File: config.mk
export PLATFORM = sky130hd
export DESIGN_NAME = sop_lut_gate_seq
export DESIGN_NICKNAME = d
export VERILOG_FILES = /design/src/rtl/sop_lut_gate_seq.sv
export SDC_FILE = /design/constraint.sdc
export NUM_CORES = 1
export LEC_CHECK = 0
export CORE_ASPECT_RATIO = 1.1
export CORE_MARGIN = 2
export CORE_UTILIZATION = 45
export CTS_CLUSTER_SIZE = 30
export DETAILED_ROUTE_END_ITERATION = 7
export GPL_TIMING_DRIVEN = 0
export PLACE_DENSITY = 0.66
export RECOVER_POWER = 100
export SLEW_MARGIN = 20
export SYNTH_ARGS = -nofsm -noshare
export SYNTH_HDL_FRONTEND = slang
export SYNTH_SLANG_ARGS = --single-unit
File: constraint.sdc
create_clock -name clk -period 4.8 [get_ports clk]
set_input_delay 0.48 -clock clk [delete_from_list [all_inputs] [get_ports clk]]
set_output_delay 0.48 -clock clk [all_outputs]
set_load 0.01 [all_outputs]
File: src/rtl/sop_lut_gate_seq.sv
// Programmable N-input Boolean function: registered truth-table lookup with a serial
// mask loader and a self-enumerating sweep. Optional macro SOP_LUT_MINTERM_COUNT_EN adds ones_count/is_const.
module sop_lut_gate_seq #(
    parameter int N_IN = 3,
    parameter logic [(2**N_IN)-1:0] DEFAULT_MASK = 8'b0001_0011
) (
    input  logic            clk,
    input  logic            rst,
    input  logic [N_IN-1:0] in_vec,
    input  logic            in_valid,
    output logic            f,
    output logic            f_valid,
    input  logic            cfg_start,
    input  logic            cfg_valid,
    input  logic            cfg_bit,
    output logic            cfg_ready,
    output logic            cfg_done,
    input  logic            sweep_start,
    output logic            sweep_valid,
    output logic [N_IN-1:0] sweep_idx,
    output logic            sweep_f,
    output logic            sweep_done,
    output logic            busy
`ifdef SOP_LUT_MINTERM_COUNT_EN
    ,
    output logic [N_IN:0]   ones_count,
    output logic            is_const
`endif
);
    localparam int D = 2**N_IN;

    typedef enum logic [1:0] {IDLE, LOAD, SWEEP} state_t;

    state_t          state;
    logic [D-1:0]    mask;
    logic [D-1:0]    shadow;
    logic [D-1:0]    merged;
    logic [N_IN:0]   cnt;
    logic [N_IN-1:0] index;
    logic            accept;
    logic            last_bit;

    // cfg_ready is a registered copy of (state == LOAD), so it doubles as the LOAD qualifier
    assign accept   = cfg_valid & cfg_ready;
    assign last_bit = (cnt == (N_IN+1)'(D-1));

    always_comb begin
        merged = shadow;
        merged[cnt[N_IN-1:0]] = cfg_bit;
    end

`ifdef SOP_LUT_MINTERM_COUNT_EN
    function automatic logic [N_IN:0] popcnt(input logic [D-1:0] v);
        logic [N_IN:0] s;
        s = '0;
        for (int k = 0; k < D; k++) s = s + (N_IN+1)'(v[k]);
        return s;
    endfunction

    logic [N_IN:0] merged_pop;
    assign merged_pop = popcnt(merged);
`endif

    // Eval path runs in every state; f holds while in_valid is low
    always_ff @(posedge clk) begin
        if (rst) begin
            f       <= 1'b0;
            f_valid <= 1'b0;
        end else begin
            f_valid <= in_valid;
            if (in_valid) f <= mask[in_vec];
        end
    end

    always_ff @(posedge clk) begin
        if (rst) begin
            state       <= IDLE;
            mask        <= DEFAULT_MASK;
            shadow      <= '0;
            cnt         <= '0;
            index       <= '0;
            cfg_ready   <= 1'b0;
            cfg_done    <= 1'b0;
            sweep_valid <= 1'b0;
            sweep_idx   <= '0;
            sweep_f     <= 1'b0;
            sweep_done  <= 1'b0;
            busy        <= 1'b0;
`ifdef SOP_LUT_MINTERM_COUNT_EN
            ones_count  <= popcnt(DEFAULT_MASK);
            is_const    <= (popcnt(DEFAULT_MASK) == '0) ||
                           (popcnt(DEFAULT_MASK) == (N_IN+1)'(D));
`endif
        end else begin
            cfg_done <= 1'b0;
            case (state)
                IDLE: begin
                    if (cfg_start) begin
                        state     <= LOAD;
                        cnt       <= '0;
                        cfg_ready <= 1'b1;
                        busy      <= 1'b1;
                    end else if (sweep_start) begin
                        // Beat 0 is issued on the start edge itself
                        state       <= SWEEP;
                        busy        <= 1'b1;
                        sweep_valid <= 1'b1;
                        sweep_idx   <= '0;
                        sweep_f     <= mask[0];
                        sweep_done  <= 1'b0;
                        index       <= N_IN'(1);
                    end
                end
                LOAD: begin
                    if (accept) begin
                        shadow <= merged;
                        if (last_bit) begin
                            mask      <= merged;
                            cnt       <= '0;
                            cfg_done  <= 1'b1;
                            cfg_ready <= 1'b0;
                            busy      <= 1'b0;
                            state     <= IDLE;
`ifdef SOP_LUT_MINTERM_COUNT_EN
                            ones_count <= merged_pop;
                            is_const   <= (merged_pop == '0) ||
                                          (merged_pop == (N_IN+1)'(D));
`endif
                        end else begin
                            cnt <= cnt + (N_IN+1)'(1);
                        end
                    end
                end
                SWEEP: begin
                    if (sweep_done) begin
                        state       <= IDLE;
                        busy        <= 1'b0;
                        sweep_valid <= 1'b0;
                        sweep_done  <= 1'b0;
                        sweep_idx   <= '0;
                        sweep_f     <= 1'b0;
                    end else begin
                        sweep_idx  <= index;
                        sweep_f    <= mask[index];
                        sweep_done <= (index == N_IN'(D-1));
                        index      <= index + N_IN'(1);
                    end
                end
                default: state <= IDLE;
            endcase
        end
    end
endmodule
==> results by group <==
Timing
  • RSZ-0062 raised after global routing: false
  • Max Freq: 445.1 MHz
  • WHS: 449.7 ps
  • Relative slew slack: 45.31%
  • Min Tclk post-route: 2247 ps
  • Setup violations, final: 0
  • Hold Violations, Final: 0
  • Slew @ Worst Pin: 799.7 ps
  • Setup TNS: 0 ps
  • Final Cycle Share: 46.81%
  • Final Skew: 5.277 ps
  • Max-slew violation count: 0

Clock network
  • CTS resizes: 0
  • Postcts setup bufs: 0
  • Clock transition at path regs: 70 ps
  • Clock Path Buffers: 2
  • CTS Hold Bufs: 0
  • Root buffer cell: clkbuf_8
  • Num CTS Buffers: 5
  • CTS H-Tree Depth: 2
  • CTS sink cnt: 36
  • Worst skew pair latency: 290 ps
  • CTS tree: done

Synthesis
  • Ys async rst share: 0%
  • Syn Inst Count: 206
  • Most numerous cell in the Yosys netlist: dfxtp_1
  • Synth Cell Area: 0.001887 sq mm
  • Post-synth EDFFs: 0
  • Share of the synthesized area in the top cell type: 38.20%
  • Ys flop type: dfxtp_1
  • Post-synthesis sequential area ratio: 38.20%
  • Mean post-synth cell area: 9.159 sq um
  • Yosys top cell by area: dfxtp_1
  • #FFs+latches synth: 36
  • Synth top area cells: dfxtp_1, mux2i_1, nor2_1, ha_1, a211oi_1
  • Mapped Nets: 223
  • Warnings from Yosys: 0
  • Synth top cells by count: dfxtp_1, nor2_1, mux2i_1
  • Distinct cells, synth: 47

Place
  • IO Port Bufs: 20
  • Routability Congestion: 0.7809
  • DP Area: 0.002152 sq mm
  • Dpl hpwl: 2776 um

Routing
  • Detailed-route DRC error count: 0
  • Antenna Violating Nets Remaining: 0
  • Drt via density: 5.234
  • WL per Instance: 13.48 um
  • Pre-antenna DRT Iters: 4
  • Initial DRC count: 71
  • Drt total wl: 3856 um
  • Total number of vias: 1497

Outcome
  • Status: finished, final reports clean

Global routing
  • GRT Overall Usage: 17.72%
  • Global-route wire length before repair: 6334 um
  • Vias in the first global route: 1340
  • Initial antenna violation count: 0
  • Grt ovf: 0
  • Pin count of the biggest net entering global routing: 12

Setup path
  • Max stage delay cell, worst path: a2111oi_0
  • CP Launch Type: flop
  • Crit-path cells: inv_1, ha_1, clkbuf_1, nor3b_1, a2111oi_0, a21oi_1, a211oi_1
  • WS Path Type: reg -> reg
  • Worst-path fanout max: 10
  • Worst Path Arrival: 2440 ps
  • Largest stage delay, worst path: 700 ps
  • CP Data Required Time: 5000 ps
  • Crit path capture type: flop

Final layout
  • Diodes inserted: 0
  • Layout cells sized above 1: 7.692%
  • P&R area growth vs syn: 17.24%
  • Cell area after layout: 0.002212 sq mm
  • Final nets: 250

Power and ir drop
  • PD cells: 403.6 mW/mm^2
  • Worst vdd ir: 0.2431 mV
  • Leakage: 0.9146 nW
  • Total power: 0.0008928 W

Floorplan
  • Die width: 65.74 um
  • Chip height: 71.92 um
  • I/O pin count: 21
  • Area of the die: 0.004728 sq mm
  • Core area: 0.003994 sq mm
  • FP Rows: 24
  • Initial core utilization: 47.24%

Job
  • Max cap viols: 0

Hold path
  • Worst min path class: reg -> reg
[worst max-delay path: cells and delay by family, from the launching register on]
kind | cells | cell delay, ps
simple gates | 1 | 190
compound gates | 3 | 1120
flops | 1 | 380
fa+ha+maj | 1 | 170
buf+inv | 2 | 280
[cells in the final DEF, fill, tap and decap left out, drive strengths merged, types with 3 or more instances in the layout]
cell type / Yosys / final
clkbuf: 7 / 16
nand3: 9 / 9
nand2: 14 / 14
dlygate4sd3: 0 / 13
o21ai: 3 / 3
inv: 6 / 6
o211ai: 3 / 3
nor2: 29 / 29
ha: 7 / 7
clkdlybuf4s50: 0 / 7
dfxtp: 36 / 36
a211oi: 11 / 11
nor2b: 5 / 5
and2b: 3 / 3
and3: 5 / 5
mux2i: 16 / 16
buf: 6 / 3
nand2b: 3 / 3
nand3b: 6 / 6
a21oi: 8 / 8
a31oi: 3 / 3
[per-stage QoR]
stage               cells  util, %  worst slack (ps)
floorplan             206        -              3205
global placement      278    53.88              2675
detailed placement    278    53.88              2675
CTS                   286    56.58              2944
global route          286    55.39              2347
finish                286    55.39              2553
[area by class of cell]
class | count | area, sq um
buffer | 13 | 52.55
multi-input combinational | 151 | 1044
inverter | 6 | 22.52
fill | 375 | 1782
clock inverter | 2 | 35.03
clock buffer | 6 | 72.57
tap | 52 | 65.06
timing repair buffer | 20 | 200.2
sequential | 36 | 720.7
[where the power goes]
group,switching (W),total [W],internal (W)
registers,0.0000260,0.000355,0.000329
clock network,0.000111,0.000265,0.000154
logic,0.000158,0.000273,0.000114
[worst paths after layout]
path | from | end | slack [ps] | depth (start not counted)
min reg2reg | sweep_idx[0]$_SDFFE_PP0P_ | sweep_idx[0]$_SDFFE_PP0P_ | 450 | 2
min | sweep_idx[0]$_SDFFE_PP0P_ | sweep_idx[0]$_SDFFE_PP0P_ | 450 | 2
max reg2reg | state[1]$_SDFFE_PP0P_ | busy$_SDFFE_PP0P_ | 2550 | 7
max | state[1]$_SDFFE_PP0P_ | busy$_SDFFE_PP0P_ | 2550 | 7
[layer usage]
metal  share of wire [%]  GRT usage (%)  routed length, um  up-vias
met4                 1.9          7.639                 75        0
met3                 3.0          4.651                116        5
met1                  49          22.96               1894      683
li1                    -              -                  -      791
met2                  46          27.83               1769       18
met5                   0              0                  0        -
[kinds of logic (layout without fill, tap and decap cells)]
family	after synthesis	in the layout	synth area share [%]
AO/OA/AOI/OAI	38	38	15.39
XOR/XNOR	2	2	0.9286
adder cells (fa/ha/maj)	7	7	4.642
buffers and inverters	19	47	4.310
flip-flops	36	36	38.20
multiplexers	18	18	10.87
AND/OR/NAND/NOR	86	86	25.66
[state kept, by name (all words and copies together) (netlist names)]
| signal | flops |
|---|---|
| busy | 1 |
| shadow | 8 |
| state | 2 |
| sweep_done | 1 |
| sweep_f | 1 |
| sweep_idx | 3 |
| f_valid | 1 |
| index | 3 |
| cnt | 4 |
| mask | 8 |
| f | 1 |
| sweep_valid | 1 |
| cfg_ready | 1 |
| cfg_done | 1 |
Note: power is estimated with default switching activity, not from simulation.
